==> src/rtl/isp8_bus_pkg.sv <==
// Shared definitions for the isp8 external-port bus masters.
// Contents: FSM state encoding, bus address-space select bit values and
// the data returned to the CPU when a read ends in error or timeout.
package isp8_bus_pkg;

    typedef enum logic [1:0] {
        ST_IDLE = 2'd0,
        ST_BUS  = 2'd1,
        ST_DONE = 2'd2
    } bus_state_e;

    localparam logic       SPACE_IO    = 1'b0;
    localparam logic       SPACE_MEM   = 1'b1;
    localparam logic [7:0] RD_ERR_DATA = 8'hFF;

endpackage

==> src/rtl/isp8_wb_timeout.sv <==
// Bus-cycle watchdog shared by the isp8 bus masters.
// Ports:
//   clk, rst_n : clock, synchronous active-low reset
//   clr        : zero the count (wins over en)
//   en         : count this cycle; also qualifies expired
//   expired    : this is the TMO_CYC-th enabled cycle since clr
module isp8_wb_timeout #(
    parameter int TMO_W   = 8,
    parameter int TMO_CYC = 255
) (
    input  logic clk,
    input  logic rst_n,
    input  logic clr,
    input  logic en,
    output logic expired
);

    localparam logic [TMO_W-1:0] LAST = TMO_W'(TMO_CYC - 1);

    logic [TMO_W-1:0] cnt_q, cnt_d;

    always_comb begin
        cnt_d = cnt_q;
        if (clr)     cnt_d = '0;
        else if (en) cnt_d = cnt_q + 1'b1;
    end

    always_ff @(posedge clk) begin
        if (!rst_n) cnt_q <= '0;
        else        cnt_q <= cnt_d;
    end

    // The count starts at 0 in the first enabled cycle, so matching
    // TMO_CYC-1 fires on exactly the TMO_CYC-th cycle.
    assign expired = en && (cnt_q == LAST);

endmodule

==> src/rtl/isp8_wb_bridge.sv <==
// Converts isp8 single-cycle external-port strobes into Wishbone-style
// 8-bit bus cycles and returns read data to the CPU.
// Ports:
//   clk, rst_n                : clock, synchronous active-low reset
//   ext_addr/ext_dout         : CPU address and write data
//   ext_io_wr/rd, ext_mem_wr/rd : one-cycle request strobes
//   ext_din, rd_valid         : read data and its one-cycle update pulse
//   cpu_stall                 : CPU hold request
//   wb_*                      : bus master side; adr MSB selects mem (1) / IO (0)
//   err_flag, err_clr         : sticky error/timeout/dropped-strobe flag and clear
module isp8_wb_bridge
    import isp8_bus_pkg::*;
#(
    parameter int PORT_AW = 8,
    parameter int TMO_W   = 8,
    parameter int TMO_CYC = 255
) (
    input  logic               clk,
    input  logic               rst_n,
    input  logic [PORT_AW-1:0] ext_addr,
    input  logic [7:0]         ext_dout,
    input  logic               ext_io_wr,
    input  logic               ext_io_rd,
    input  logic               ext_mem_wr,
    input  logic               ext_mem_rd,
    output logic [7:0]         ext_din,
    output logic               rd_valid,
    output logic               cpu_stall,
    output logic [PORT_AW:0]   wb_adr_o,
    output logic [7:0]         wb_dat_o,
    output logic               wb_we_o,
    output logic               wb_cyc_o,
    output logic               wb_stb_o,
    input  logic [7:0]         wb_dat_i,
    input  logic               wb_ack_i,
    input  logic               wb_err_i,
    output logic               err_flag,
    input  logic               err_clr
);

    bus_state_e       state_q, state_d;
    logic [PORT_AW:0] adr_q, adr_d;
    logic [7:0]       dat_q, dat_d;
    logic [7:0]       din_q, din_d;
    logic             we_q, we_d;
    logic             cyc_q, cyc_d;
    logic             stb_q, stb_d;
    logic             rd_valid_q, rd_valid_d;
    logic             err_flag_q, err_flag_d;

    logic any_stb, collision, sel_we, sel_space;
    logic err_set, term_err, tmo_clr, tmo_en, tmo_expired;

    // Fixed priority io_wr > io_rd > mem_wr > mem_rd.
    assign any_stb   = ext_io_wr | ext_io_rd | ext_mem_wr | ext_mem_rd;
    assign collision = (ext_io_wr & (ext_io_rd | ext_mem_wr | ext_mem_rd))
                     | (ext_io_rd & (ext_mem_wr | ext_mem_rd))
                     | (ext_mem_wr & ext_mem_rd);
    assign sel_space = (ext_io_wr | ext_io_rd) ? SPACE_IO : SPACE_MEM;
    assign sel_we    = ext_io_wr | (~ext_io_rd & ext_mem_wr);

    isp8_wb_timeout #(
        .TMO_W  (TMO_W),
        .TMO_CYC(TMO_CYC)
    ) u_tmo (
        .clk    (clk),
        .rst_n  (rst_n),
        .clr    (tmo_clr),
        .en     (tmo_en),
        .expired(tmo_expired)
    );

    assign term_err = wb_err_i | tmo_expired;

    always_comb begin
        state_d    = state_q;
        adr_d      = adr_q;
        dat_d      = dat_q;
        we_d       = we_q;
        cyc_d      = cyc_q;
        stb_d      = stb_q;
        din_d      = din_q;
        rd_valid_d = 1'b0;
        err_set    = 1'b0;
        tmo_clr    = 1'b0;
        tmo_en     = 1'b0;
        unique case (state_q)
            ST_IDLE: begin
                if (any_stb) begin
                    state_d = ST_BUS;
                    adr_d   = {sel_space, ext_addr};
                    dat_d   = ext_dout;
                    we_d    = sel_we;
                    cyc_d   = 1'b1;
                    stb_d   = 1'b1;
                    tmo_clr = 1'b1;
                    err_set = collision;
                end
            end
            ST_BUS: begin
                tmo_en  = 1'b1;
                err_set = any_stb;   // CPU ignored the stall
                if (wb_ack_i || term_err) begin
                    state_d = ST_DONE;
                    cyc_d   = 1'b0;
                    stb_d   = 1'b0;
                    we_d    = 1'b0;
                    if (!we_q) begin
                        rd_valid_d = 1'b1;
                        din_d      = term_err ? RD_ERR_DATA : wb_dat_i;
                    end
                    if (term_err) err_set = 1'b1;
                end
            end
            ST_DONE: begin
                err_set = any_stb;
                state_d = ST_IDLE;
            end
            default: state_d = ST_IDLE;
        endcase

        // A new error in the same cycle as a clear must not be lost.
        err_flag_d = err_flag_q;
        if (err_set)      err_flag_d = 1'b1;
        else if (err_clr) err_flag_d = 1'b0;
    end

    always_ff @(posedge clk) begin
        if (!rst_n) begin
            state_q    <= ST_IDLE;
            adr_q      <= '0;
            dat_q      <= '0;
            we_q       <= 1'b0;
            cyc_q      <= 1'b0;
            stb_q      <= 1'b0;
            din_q      <= '0;
            rd_valid_q <= 1'b0;
            err_flag_q <= 1'b0;
        end else begin
            state_q    <= state_d;
            adr_q      <= adr_d;
            dat_q      <= dat_d;
            we_q       <= we_d;
            cyc_q      <= cyc_d;
            stb_q      <= stb_d;
            din_q      <= din_d;
            rd_valid_q <= rd_valid_d;
            err_flag_q <= err_flag_d;
        end
    end

    // Combinational term lets the CPU freeze in the same cycle it strobes.
    assign cpu_stall = (state_q != ST_IDLE) | any_stb;
    assign wb_adr_o  = adr_q;
    assign wb_dat_o  = dat_q;
    assign wb_we_o   = we_q;
    assign wb_cyc_o  = cyc_q;
    assign wb_stb_o  = stb_q;
    assign ext_din   = din_q;
    assign rd_valid  = rd_valid_q;
    assign err_flag  = err_flag_q;

endmodule

==> config.mk <==
export PLATFORM = sky130hd
export DESIGN_NAME = isp8_wb_bridge
export DESIGN_NICKNAME = d
export VERILOG_FILES = /design/src/rtl/isp8_bus_pkg.sv /design/src/rtl/isp8_wb_timeout.sv /design/src/rtl/isp8_wb_bridge.sv
export SDC_FILE = /design/constraint.sdc
export NUM_CORES = 1
export LEC_CHECK = 0
export BUFFER_PORTS_ARGS = -buffer_cell sky130_fd_sc_hd__buf_2
export CORE_MARGIN = 2
export CORE_UTILIZATION = 34
export CTS_BUF_LIST = sky130_fd_sc_hd__clkbuf_4 sky130_fd_sc_hd__clkbuf_8
export CTS_CLUSTER_DIAMETER = 50
export DETAILED_ROUTE_END_ITERATION = 8
export PLACE_DENSITY = 0.67
export SLEW_MARGIN = 20
export SYNTH_ARGS = -nofsm -noshare
export SYNTH_HDL_FRONTEND = slang
export SYNTH_SLANG_ARGS = --single-unit
==> constraint.sdc <==
create_clock -name clk -period 1.95 [get_ports clk]
set_input_delay 0.0975 -clock clk [delete_from_list [all_inputs] [get_ports clk]]
set_output_delay 0.0975 -clock clk [all_outputs]
set_load 0.01 [all_outputs]
==> summary.md <==
| Metric | Value |
|---|---|
| Rows | `24` |
| # placed instances | `276` |
| Drt drc | `0` |
| Syn nets | `200` |
| Worst-path clk slew | `0.07 ns` |
| RSZ-0062 raised after global routing | `false` |
| HP Class | `primary input to flip-flop` |
| Critical path data arrival time | `1.95 ns` |
| CTS tree | `yes` |
| CTS root buf | `clkbuf_8` |
| Slew of the pin with the lowest slew margin | `0.373 ns` |
| Outcome | `completed` |
| Clock Latency Late Sink | `0.29 ns` |
| Hold depth | `3` |
| Synth unique cells | `39` |
| Leading area contributor after synthesis | `dfxtp_1` |
| Iter 0 DRT Violations | `49` |
| GRT Total Usage | `0.141` |
| Gp weighted congestion | `0.803` |
| Crit-path max FO | `8` |
| Post-synthesis register bit count | `39` |
| Peak supply drop | `0.000258 V` |
| WL/cell | `12.4 µm` |
| TritonCTS Buffers | `5` |
| CP max-delay cell | `a211oi_4` |
| Synthesized cell area | `1600 µm²` |
| CP startpoint kind | `flip-flop` |
| Final-stage net count | `267` |
| Synth area leaders | `dfxtp_1, nand2_1, o221a_2` |
| Type of destination of the critical path | `flip-flop` |
| Final WL | `3530 µm` |
| Vias in the first global route | `1245` |
| Routed via count | `1379` |
| Crit path required time | `2.13 ns` |
| Core Region | `4440 µm²` |
| Largest net degree at the start of global routing | `20` |
| Clk sinks | `39` |
| Fin cells | `284` |
| Syn Area/Cell | `9.70 µm²` |
| Grt total ovfl | `0` |
| Post-layout min period | `1.77 ns` |
| Final Max Tran Viols | `0` |
| Max cap viols | `0` |
| Leakage power | `0.957 nW` |
| Pre-antenna DRT Iters | `4` |
| Depth of the CTS H-tree | `2` |
| Hpwl dp | `2560 µm` |
| PortBufs | `63` |
| Area grow syn2layout | `28.4%` |
| Hold Vio Cnt, Final | `0` |
| Fin Clk Skew | `0.00596 ns` |
| Share of layout cells above drive strength 1 | `0.397` |
| Post-DRT Antenna Nets | `0` |
| Setup TNS Final | `0 ns` |
| Starting Density | `0.360` |
| Critical path type | `flip-flop to flip-flop` |
| Slowest stage delay, CP | `0.40 ns` |
| Initial antenna violation count | `0` |
| Top cell type's share of synthesized area | `0.488` |
| Synth Warn # | `0` |
| Path depth of the worst reg2reg path | `6` |
| Via density | `4.86` |
| First-pass GRT wire length | `5760 µm` |
| Num ports | `64` |
| Max Root-Sink Buffers | `2` |
| Pwr Density | `866 nW/µm²` |
| Width of the die | `72.6 µm` |
| Part of the Yosys area used for sequential elements | `0.488` |
| Fmax | `566 MHz` |
| DIE AREA | `5270 µm²` |
| Diode count | `0` |
| Cells after Synth | `165` |
| Crit share post-route | `0.906` |
| Die Ht | `72.6 µm` |
| Headroom to the max-slew limit | `0.751` |
| Final Util | `0.462` |
| Critical-path cell list | `inv_1, ha_1, and3_1, a211oi_4, nor3_4, o221a_2` |
| Final setup violation count | `0` |
==> worst max-delay path, delay by kind of cell, from the launching register on <==
family                     cells  cell delay [ns]
DFF                            1             0.37
AOI/OAI and AO/OA              2             0.69
and+or+nand+nor                2             0.33
buffers and inverters          1             0.07
adders and majority gates      1             0.19
==> power by group <==
part | switching (mW) | internal (mW)
registers | 0.0370 | 0.861
logic | 0.181 | 0.153
clock network | 0.269 | 0.277
total | 0.487 | 1.29
==> synth_stat cells <==
master / count
o31a_1: 1
a2111o_1: 1
nand3b_1: 1
and3_1: 1
nand2_1: 39
nand4_1: 2
and2b_1: 1
and4b_1: 1
dfxtp_1: 39
a21boi_0: 6
xor2_1: 6
a21oi_1: 4
nand3_1: 2
and4_2: 1
o221a_2: 9
nor3_1: 2
buf_4: 1
buf_6: 2
o21ai_0: 2
buf_2: 2
clkbuf_1: 3
nor2_1: 9
nand4b_1: 1
a21boi_1: 10
nor4_2: 1
or2_4: 1
inv_1: 2
o211a_1: 2
nor2b_1: 1
ha_1: 2
a31o_1: 1
nor3_4: 1
a211oi_4: 1
nand2b_1: 2
maj3_2: 1
a211oi_1: 1
o21a_1: 1
nor2_2: 1
nand2_4: 1
==> area by class of cell <==
type	count	area (µm²)
clock buffer	6	82.6
fill	455	2390
inverter	2	7.51
clock inverter	1	5.00
timing repair buffer	68	353
tap	52	65.1
sequential	39	781
multi-input combinational	116	761
==> worst paths after layout <==
kind,startpoint,to,slack [ns]
hold reg to reg,wb_adr_o[6],wb_adr_o[6],0.45
hold / removal,ext_addr[6],wb_adr_o[6],0.04
setup / recovery,u_tmo.cnt_q[0],ext_din[4],0.18
setup reg to reg,u_tmo.cnt_q[0],ext_din[4],0.18
==> routing by layer <==
layer	global-route usage	up-vias	wire length, µm
met5	0	-	0
li1	-	716	-
met2	0.212	40	1620
met1	0.188	617	1650
met3	0.0428	6	209
met4	0.0617	0	61
==> repair_timing <==
| action | CTS | global route |
|---|---|---|
| buffers inserted | 0 | 1 |
| endpoints found under the setup margin | 0 | 8 |
| resized for setup | 0 | 0 |
| hold buffers | 0 | 0 |
==> registers in the layout (all words and copies together) (netlist names) <==
register     count
wb_adr_o         9
ext_din          8
u_tmo.cnt_q      8
wb_dat_o         8
state_q          2
err_flag         1
rd_valid         1
wb_stb_o         1
wb_we_o          1
==> cell usage in the layout, fill, tap and decap left out, types with 4 or more instances in the layout <==
master / synthesis / layout
nand2_1: 39 / 39
a21boi_0: 6 / 6
o221a_2: 9 / 9
a21oi_1: 4 / 4
buf_2: 2 / 63
buf_4: 1 / 5
dfxtp_1: 39 / 39
clkbuf_8: 0 / 6
xor2_1: 6 / 6
a21boi_1: 10 / 10
nor2_1: 9 / 9
==> metrics by stage <==
step,setup slack (ns),power (mW),instance area [µm²],hold WS (ns)
finish,0.183,1.78,2050,0.0398
global route,0.116,1.88,2050,0.0414
CTS,0.130,1.81,2050,0.0322
detailed placement,0.156,1.25,1960,0.343
global placement,0.194,1.25,1960,0.340
floorplan,0.329,1.12,1600,0.232
==> cell families after synthesis <==
group	after synthesis	synth area share
flip-flops	39	0.488
AO/OA/AOI/OAI	39	0.210
adder cells (fa/ha/maj)	3	0.0227
buffers and inverters	10	0.0367
XOR/XNOR	6	0.0328
AND/OR/NAND/NOR	68	0.210
(Power assumes the default switching activity.)
